[src/rtl/rf_arb_pkg.sv]
// ---------------------------------------------------------------------------
// rf_arb_pkg
//   Shared types and constants for the register-file write-port arbiter.
//   - REG_ADDR_W / DATA_W : register address and data widths
//   - PC_REG              : register index that aux producers may not write
//   - arb_state_e         : arbiter state (idle / pending / forced stall)
//   - rf_entry_t          : one queued aux write {dest, data}
//   - onehot_dest()       : decode a register index into a 16-bit mask
// ---------------------------------------------------------------------------
package rf_arb_pkg;

    localparam int              REG_ADDR_W = 4;
    localparam int              DATA_W     = 32;
    localparam int              NUM_REGS   = 1 << REG_ADDR_W;
    localparam logic [REG_ADDR_W-1:0] PC_REG = 4'd15;

    typedef enum logic [1:0] {
        ARB_IDLE,
        ARB_PEND,
        ARB_FORCE
    } arb_state_e;

    typedef struct packed {
        logic [REG_ADDR_W-1:0] dest;
        logic [DATA_W-1:0]     data;
    } rf_entry_t;

    function automatic logic [NUM_REGS-1:0] onehot_dest(input logic [REG_ADDR_W-1:0] d);
        return NUM_REGS'(1) << d;
    endfunction

endpackage

[src/rtl/rf_arb_fifo.sv]
// ---------------------------------------------------------------------------
// rf_arb_fifo
//   In-order queue of pending aux register writes.
//   Ports:
//     clk, rst            clock, asynchronous active-low reset
//     push, push_entry    enqueue one entry (caller guarantees !full)
//     pop                 dequeue the head (caller guarantees !empty)
//     full, empty, count  occupancy
//     head                oldest entry
//     entry_valid/dest    per-slot occupancy and destination, for busy_mask
//   Pointers carry one extra bit so full and empty are distinguishable.
// ---------------------------------------------------------------------------
module rf_arb_fifo
    import rf_arb_pkg::*;
#(
    parameter int DEPTH = 2
) (
    input  logic                                clk,
    input  logic                                rst,
    input  logic                                push,
    input  rf_entry_t                           push_entry,
    input  logic                                pop,
    output logic                                full,
    output logic                                empty,
    output logic [$clog2(DEPTH):0]              count,
    output rf_entry_t                           head,
    output logic [DEPTH-1:0]                    entry_valid,
    output logic [DEPTH-1:0][REG_ADDR_W-1:0]    entry_dest
);

    localparam int AW = $clog2(DEPTH);

    logic [AW:0] wr_ptr;
    logic [AW:0] rd_ptr;
    rf_entry_t   mem [DEPTH];

    // NOTE: state registers use non-blocking assignments so every flop
    // samples the pre-edge value of its neighbours.
    always_ff @(posedge clk or negedge rst) begin
        if (!rst) begin
            wr_ptr <= '0;
            rd_ptr <= '0;
        end else begin
            if (push) wr_ptr <= wr_ptr + 1'b1;
            if (pop)  rd_ptr <= rd_ptr + 1'b1;
        end
    end

    // NOTE: the storage array has no reset; validity is tracked entirely by
    // the pointers, so stale contents are never observed.
    always_ff @(posedge clk) begin
        if (push) mem[wr_ptr[AW-1:0]] <= push_entry;
    end

    assign count = wr_ptr - rd_ptr;
    assign empty = (wr_ptr == rd_ptr);
    assign full  = (wr_ptr[AW] != rd_ptr[AW]) && (wr_ptr[AW-1:0] == rd_ptr[AW-1:0]);
    assign head  = mem[rd_ptr[AW-1:0]];

    // Distance of a slot from the read pointer, modulo DEPTH.
    function automatic logic [AW-1:0] slot_offset(input int slot, input logic [AW-1:0] rd);
        return AW'(slot) - rd;
    endfunction

    // A slot is live when it lies fewer than `count` places past the head.
    always_comb begin
        for (int i = 0; i < DEPTH; i++) begin
            entry_valid[i] = ({1'b0, slot_offset(i, rd_ptr[AW-1:0])} < count);
            entry_dest[i]  = mem[i].dest;
        end
    end

endmodule

[src/rtl/rf_write_arbiter.sv]
// ---------------------------------------------------------------------------
// rf_write_arbiter
//   Shares the register file's single write port between the WB stage
//   (priority) and an auxiliary multi-cycle producer whose results queue in
//   a small FIFO. A starvation timer forces a one-cycle WB stall so queued
//   aux writes always retire.
//   Ports:
//     clk, rst                         clock, asynchronous active-low reset
//     wb_en, wb_dest, wb_data          WB stage write request
//     stall_wb                         WB frozen this cycle, its write not done
//     aux_valid/ready/dest/data        aux producer handshake
//     aux_err                          pulse: accepted aux write to r15 dropped
//     rf_we, rf_dest, rf_data          register-file write port
//     busy_mask                        registers with a queued aux write
//   Build option: RFA_BYPASS_EN - an aux write arriving while the queue is
//   empty and WB is idle goes straight to the register file the same cycle.
// ---------------------------------------------------------------------------
module rf_write_arbiter
    import rf_arb_pkg::*;
#(
    parameter int DEPTH    = 2,
    parameter int MAX_WAIT = 4
) (
    input  logic                  clk,
    input  logic                  rst,
    input  logic                  wb_en,
    input  logic [REG_ADDR_W-1:0] wb_dest,
    input  logic [DATA_W-1:0]     wb_data,
    output logic                  stall_wb,
    input  logic                  aux_valid,
    output logic                  aux_ready,
    input  logic [REG_ADDR_W-1:0] aux_dest,
    input  logic [DATA_W-1:0]     aux_data,
    output logic                  aux_err,
    output logic                  rf_we,
    output logic [REG_ADDR_W-1:0] rf_dest,
    output logic [DATA_W-1:0]     rf_data,
    output logic [NUM_REGS-1:0]   busy_mask
);

    localparam int CNT_W = $clog2(MAX_WAIT + 1);
    localparam int OCC_W = $clog2(DEPTH) + 1;
    localparam logic [CNT_W-1:0] WAIT_LIMIT = CNT_W'(MAX_WAIT);

    arb_state_e                       state;
    logic [CNT_W-1:0]                 wait_cnt;
    logic [CNT_W-1:0]                 wait_inc;

    logic                             full;
    logic                             empty;
    logic [OCC_W-1:0]                 count;
    rf_entry_t                        head;
    logic [DEPTH-1:0]                 entry_valid;
    logic [DEPTH-1:0][REG_ADDR_W-1:0] entry_dest;

    logic accept;
    logic aux_is_pc;
    logic push;
    logic pop;
    logic bypass;
    logic drains;

    assign aux_ready = rst & ~full;
    assign accept    = aux_valid & aux_ready;
    assign aux_is_pc = (aux_dest == PC_REG);
    assign push      = accept & ~aux_is_pc & ~bypass;

    // The queue empties at this edge: last entry leaves, nothing replaces it.
    assign drains    = pop && (count == OCC_W'(1)) && !push;

    assign wait_inc  = (wait_cnt == WAIT_LIMIT) ? wait_cnt : wait_cnt + 1'b1;

    rf_arb_fifo #(.DEPTH(DEPTH)) u_fifo (
        .clk         (clk),
        .rst         (rst),
        .push        (push),
        .push_entry  ('{dest: aux_dest, data: aux_data}),
        .pop         (pop),
        .full        (full),
        .empty       (empty),
        .count       (count),
        .head        (head),
        .entry_valid (entry_valid),
        .entry_dest  (entry_dest)
    );

    // Write-port grant. Gated by rst so nothing is written while in reset.
    // NOTE: every output of this block gets a default first so no path
    // leaves it unassigned and infers a latch.
    always_comb begin
        rf_we    = 1'b0;
        rf_dest  = '0;
        rf_data  = '0;
        stall_wb = 1'b0;
        pop      = 1'b0;
        bypass   = 1'b0;
        if (rst) begin
            if (state == ARB_FORCE) begin
                rf_we    = 1'b1;
                rf_dest  = head.dest;
                rf_data  = head.data;
                stall_wb = 1'b1;
                pop      = 1'b1;
            end else if (wb_en) begin
                rf_we    = 1'b1;
                rf_dest  = wb_dest;
                rf_data  = wb_data;
            end else if (!empty) begin
                rf_we    = 1'b1;
                rf_dest  = head.dest;
                rf_data  = head.data;
                pop      = 1'b1;
            end
`ifdef RFA_BYPASS_EN
            else if (state == ARB_IDLE && aux_valid && !aux_is_pc) begin
                rf_we    = 1'b1;
                rf_dest  = aux_dest;
                rf_data  = aux_data;
                bypass   = 1'b1;
            end
`endif
        end
    end

    // Starvation FSM: wait_cnt counts cycles the current head was passed over.
    always_ff @(posedge clk or negedge rst) begin
        if (!rst) begin
            state    <= ARB_IDLE;
            wait_cnt <= '0;
            aux_err  <= 1'b0;
        end else begin
            aux_err <= accept & aux_is_pc;
            case (state)
                ARB_IDLE: begin
                    wait_cnt <= '0;
                    if (push) state <= ARB_PEND;
                end
                ARB_PEND: begin
                    if (pop) begin
                        wait_cnt <= '0;
                        state    <= drains ? ARB_IDLE : ARB_PEND;
                    end else begin
                        wait_cnt <= wait_inc;
                        if (wait_inc == WAIT_LIMIT) state <= ARB_FORCE;
                    end
                end
                ARB_FORCE: begin
                    wait_cnt <= '0;
                    state    <= drains ? ARB_IDLE : ARB_PEND;
                end
                default: begin
                    wait_cnt <= '0;
                    state    <= ARB_IDLE;
                end
            endcase
        end
    end

    always_comb begin
        busy_mask = '0;
        for (int i = 0; i < DEPTH; i++) begin
            if (entry_valid[i]) busy_mask = busy_mask | onehot_dest(entry_dest[i]);
        end
    end

endmodule

[config.mk]
export PLATFORM = sky130hd
export DESIGN_NAME = rf_write_arbiter
export DESIGN_NICKNAME = d
export VERILOG_FILES = /design/src/rtl/rf_arb_pkg.sv /design/src/rtl/rf_arb_fifo.sv /design/src/rtl/rf_write_arbiter.sv
export SDC_FILE = /design/constraint.sdc
export NUM_CORES = 1
export LEC_CHECK = 0
export BUFFER_PORTS_ARGS = -buffer_cell sky130_fd_sc_hd__buf_2
export CORE_MARGIN = 5
export CORE_UTILIZATION = 50
export DETAILED_ROUTE_END_ITERATION = 6
export PLACE_DENSITY = 0.9
export SYNTH_ARGS = -nofsm -noshare
export SYNTH_HDL_FRONTEND = slang
export SYNTH_SLANG_ARGS = --single-unit
[constraint.sdc]
create_clock -name clk -period 9.95 [get_ports clk]
set_input_delay 0 -clock clk [delete_from_list [all_inputs] [get_ports clk]]
set_output_delay 0 -clock clk [all_outputs]
set_load 0.02 [all_outputs]
# Word level (Yosys, flattened, before mapping)
# Memory sizes are Yosys's and may differ from the RTL's.
# Cells that the tools add are included.
# classes
mux,29
n_eq_ne,11
reduce_logical,6
n_addsub,6
shifts,2
order_cmp,2
n_bitwise,7
# op_table
op,count
32-bit two-way mux,4
16-bit two-way mux,2
1-bit by 4-bit << shifter with 16-bit output (first input constant),2
4-bit two-way mux,4
16-bit OR,1
1-bit two-way mux,12
3-bit two-way mux,3
3-bit == test (second input constant),2
2-bit two-way mux,3
2-bit one-hot mux with 3 select lines,1
2-bit by 1-bit adder with 2-bit output (second input constant),2
1-bit AND,4
2-bit by 1-bit == test with 1-bit output (second input constant),2
4-bit == test (second input constant),1
1-bit by 2-bit < comparator with 1-bit output,2
3-bit by 1-bit adder with 3-bit output (second input constant),1
1-bit logical AND,3
3-bit inequality test (second input constant),1
2-bit == test,1
2-bit == test (second input constant),1
2-bit zero test,1
2-bit inequality test (second input constant),1
1-bit inverter,2
2-bit AND reduction,1
other kinds (5),6
# word_totals
inputBits,76
ram_bits,72
memories,1
register_bits,10
# memory_table
memory,words,width,read_ports,rd_ports_with_merged_regs,wr,line_no,text
u_fifo.mem,2,36,3,0,1,rf_arb_fifo.sv:35,rf_entry_t mem [DEPTH];

# Logic depth before layout (Yosys ltp)
# depth
depth_word,11
depth_mapped,9

# Cells and area by module
# Synthesis repeated with hierarchy kept, for this count alone.
# hier_totals
cells_unflattened,261
area_unflattened_um2,3897.5
# by_module_without_submodules
module,seq_area_each_um2,cells_per_inst,instances,area_each_um2
rf_arb_fifo,2262.2,143,1,2927.8
rf_write_arbiter,150.1,118,1,969.7

# Worst setup path after synthesis
# Ideal clock, no wire load.
# synth_path
path_type,register -> register
startpoint,register u_fifo.rd_ptr[0]
endpoint,memory u_fifo.mem[0][0] (netlist bit) (enable)
arrival_ns,3.698
stages_incl_launch_ff,9
slack_ns,5.823
t_required_ns,9.521
setup_ns,0.429
period_less_slack_ns,4.127
cell_sequence,dfrtp_1 clkbuf_1 buf_2 buf_2 inv_1 ha_1 a21boi_0 nand3_1 nor2_1
# synth_between
elab_chain_len,8
# synth_lines
item,line_no,text
start: declaration,rf_arb_fifo.sv:34,logic [AW:0] rd_ptr;
start signal: assignment,rf_arb_fifo.sv:45,if (pop) rd_ptr <= rd_ptr + 1'b1;
1-bit == test,rf_arb_fifo.sv:57,assign full = (wr_ptr[AW] != rd_ptr[AW]) && (wr_ptr[AW-1:0] == rd_ptr[AW-1:0]);
1-bit logical AND,rf_arb_fifo.sv:57,
1-bit inverter,rf_write_arbiter.sv:63,assign aux_ready = rst & ~full;
1-bit AND,rf_write_arbiter.sv:63,
named net aux_ready,rf_write_arbiter.sv:31,"output logic aux_ready,"
1-bit AND,rf_write_arbiter.sv:64,assign accept = aux_valid & aux_ready;
1-bit AND,rf_write_arbiter.sv:66,assign push = accept & ~aux_is_pc & ~bypass;
1-bit two-way mux,rf_arb_fifo.sv:52,if (push) mem[wr_ptr[AW-1:0]] <= push_entry;
1-bit two-way mux (not written as such),rf_arb_fifo.sv:52,
end: declaration,rf_arb_fifo.sv:35,
# The timed path passes the listed nets, and every way through them passes these cells.

# Final worst setup path
# layout_path
startpoint,register u_fifo.rd_ptr[0]
endpoint,output port busy_mask[1]
# layout_between
elab_chain_len,5
word_cells_on_any_way,8
cone_classes,3 x add/sub; 2 x order compare; 2 x mux; 1 x bitwise
# layout_lines
item,line_no,text
2-bit subtractor / 1-bit subtractor (equally long branches),"rf_arb_fifo.sv:55, rf_arb_fifo.sv:62",
1-bit by 2-bit < comparator with 1-bit output,rf_arb_fifo.sv:68,"entry_valid[i] = ({1'b0, slot_offset(i, rd_ptr[AW-1:0])} < count);"
16-bit two-way mux,rf_write_arbiter.sv:162,if (entry_valid[i]) busy_mask = busy_mask | onehot_dest(entry_dest[i]);
16-bit OR,rf_write_arbiter.sv:162,
16-bit two-way mux (*),rf_write_arbiter.sv:162,
end: declaration,rf_write_arbiter.sv:38,output logic [NUM_REGS-1:0] busy_mask
# Mark *: on every way between the ends. The rest lies on a longest branch, timed or not.

==> results.md <==
* Leading area contributor after synthesis: edfxtp_1
* Initial drt markers at 157
* Gpl congestion at 0.864
* Routed WL at 9130 um
* Clk_lat worst skew at 0.33 ns
* Origin of the worst setup path: u_fifo.rd_ptr[0]
* Post-route cell area at 5130 um^2
* Synth area leaders: edfxtp_1 58%, mux2i_1 9.6%, dfrtp_1 6.7%
* Critical Path End: busy_mask[1]
* Cell area after placement at 4520 um^2
* Hold Vio Cnt, Final at 0
* All-Layer GR Usage at 19.4%
* CTS Sinks at 82
* CTS Buf Count at 9
* DRC at 0
* Setup Viol. Count Final at 0
* First-pass GRT wire length at 13,600 um
* Power per cell area at 249 nW/um^2
* Gate Count Post-Synth at 290
* Area grow syn2layout at 37.2%
* Chip width at 96.5 um
* Critical path class: flip-flop to output pin
* HPWL Detailed at 6160 um
* Rel. slew slack at 29.7%
* Reg clk slew, reported paths at 0.08 ns
* Final min period at 2.70 ns
* Register-to-Register Setup Slack at 7.43 ns
* Area of the multi-input gates at 1270 um^2
* Fin. max-slew vios at 0
* Core area at 7250 um^2
* Initial antenna violation count at 0
* Worst reg2reg startpoint: u_fifo.wr_ptr[0]
* Crit share post-route at 27.2%
* I/O pins at 132
* Number of flops mapped to enable cells by yosys at 72
* Die height at 96.5 um
* Post-Syn Nets at 371
* CTS tree: yes
* Vias/cell at 5.14
* DP Worst Slack at 7.45 ns
* Rows at 31
* Post-synth top area share at 57.8%
* Synthesis-stage register bit count at 82
* Largest net degree at the start of global routing at 41
* Leak at 2.20 nW
* Post-CTS Setup Bufs at 0
* Vias in the first global route at 2,889
* Worst Tran Pin Value at 1.05 ns
* Fmax at 0.370 GHz
* Seq/Total Area, Yosys at 64.4%
* Drt wl/cell at 16.1 um
* Seq. cell area at 2410 um^2
* R2r endpoint: u_fifo.mem[0][20]
* CTS max path bufs at 2
* Post-route setup slack at 7.25 ns
* Nets at 544
* Total Negative Setup Slacks at 0 ns
* Grt ovf at 0
* Initial Utilization at 51.6%
* CP arrival at 2.70 ns
* DR vias at 2,912
* First-pass iteration count of the detailed router at 5
* FFs w/ async S/R, synth at 12.2%
* Clock root cell: clkbuf_8
* Synth Area per Inst at 12.9 um^2
* Crit-path max FO at 40
* HP Class: primary input to asynchronous set/reset pin
* H-tree Lvls at 3
* Cell Area, Synth at 3740 um^2
* Maximum vdd ir drop at 0.000161 V
* Commonest cells in the netlist: 72 x edfxtp_1, 41 x nand2_1, 39 x o21ai_0
* Fillers at 516
* Fin Clk Skew at 0.0111 ns
* Top FF cell, synth: edfxtp_1
* Die Area at 9320 um^2
* Layout cells sized above 1 at 34.5%
* CP Data Required Time at 9.95 ns
* Worst setup SP type: flip-flop
* Worst setup EP type: output pin
* Synth Warn # at 0
* Maxcap violations at 0
* I/O Buffers at 131
* Worst reg2reg path depth at 4
* Top-count cell post-synth: edfxtp_1
* Synth cell types at 34
* Status: complete, no violations
* Total Power at 1.28 mW
* Routed Antenna Nets at 0
* RSZ-0062 raised after global routing: no
[layer usage]
metal | wire length, um | share of wire [%] | GRT usage, % | up-vias
met5 | 0 | 0 | 0 | -
met4 | 86 | 0.94 | 7.83 | 0
met3 | 660 | 7.2 | 3.10 | 10
met2 | 4900 | 54 | 36.3 | 139
met1 | 3480 | 38 | 21.8 | 1339
li1 | - | - | - | 1424
[cell type report]
cell class,count,share of cell area [%]
sequential,82,47.0
tap,99,2.41
timing repair buffer,173,20.8
multi-input combinational,190,24.8
inverter,7,0.512
antenna,1,0.0487
clock inverter,5,2.00
clock buffer,10,2.49
[flip-flops by register name, indices dropped and copies added (netlist names)]
register	count
state	2
u_fifo.rd_ptr	2
aux_err	1
u_fifo.wr_ptr	2
u_fifo.mem	72
wait_cnt	3
[critical path, cell delays in order (launching register included)]
cell	delay, ns
dfrtp_2	0.37
buf_4	0.53
ha_1	0.28
xor3_2	0.28
or2_4	0.14
or3b_1	0.42
o22ai_1	0.15
buf_2	0.19
[cell usage in the layout (no fill, tap or decap), types with 3 or more instances in the layout]
| cell | instances |
|---|---|
| buf_2 | 131 |
| edfxtp_1 | 72 |
| nand2_1 | 41 |
| o21ai_0 | 39 |
| dlygate4sd3_1 | 38 |
| mux2i_1 | 36 |
| o22ai_1 | 16 |
| dfrtp_1 | 9 |
| clkbuf_8 | 9 |
| inv_1 | 7 |
| nand2b_1 | 7 |
| nand3b_1 | 6 |
| xnor2_1 | 5 |
| nor2_1 | 5 |
| ha_1 | 5 |
| buf_4 | 4 |
| nand3_1 | 3 |
| bufinv_16 | 3 |
[report_power, final]
| part | internal (mW) | switching (mW) | leakage [nW] |
|---|---|---|---|
| clock | 0.166 | 0.112 | 0.114 |
| combinational | 0.210 | 0.311 | 1.30 |
| sequential | 0.444 | 0.0337 | 0.782 |
| total | 0.820 | 0.457 | 2.20 |
[per-stage QoR]
stage / hold slack (ns) / cells / util [%]
2_1_floorplan: -0.296 / 290 / -
3_3_place_gp: -0.0924 / 513 / 62.3
3_5_place_dp: -0.0884 / 513 / 62.3
4_1_cts: 0.0754 / 566 / 70.8
5_1_grt: 0.114 / 566 / 70.8
6_report: 0.0894 / 567 / 70.8
[logic make-up after synthesis]
group,after synthesis,share of synthesized area (%)
AOI/OAI and AO/OA,64,9.96
buffers and inverters,18,1.91
adders and majority gates,5,1.67
DFF,82,64.4
muxes,36,9.63
and+or+nand+nor,78,10.3
xor gates and xnor gates,7,2.07
[worst min path at each step]
stage / from / end / slack (ns) / cells past startpoint
2_1_floorplan: rst / aux_err / -0.30 / 0
3_3_place_gp: rst / u_fifo.wr_ptr[1] / -0.09 / 1
3_5_place_dp: rst / state[0] / -0.09 / 1
4_1_cts: rst / u_fifo.wr_ptr[1] / 0.08 / 2
5_1_grt: wb_en / state[0] / 0.11 / 3
6_report: rst / u_fifo.wr_ptr[1] / 0.09 / 2
[repair_timing]
action | CTS | global route
resized for setup | 0 | 0
hold buffers | 38 | 0
hold endpoints to repair | 83 | 0
Power figures use the tool's default switching activity.
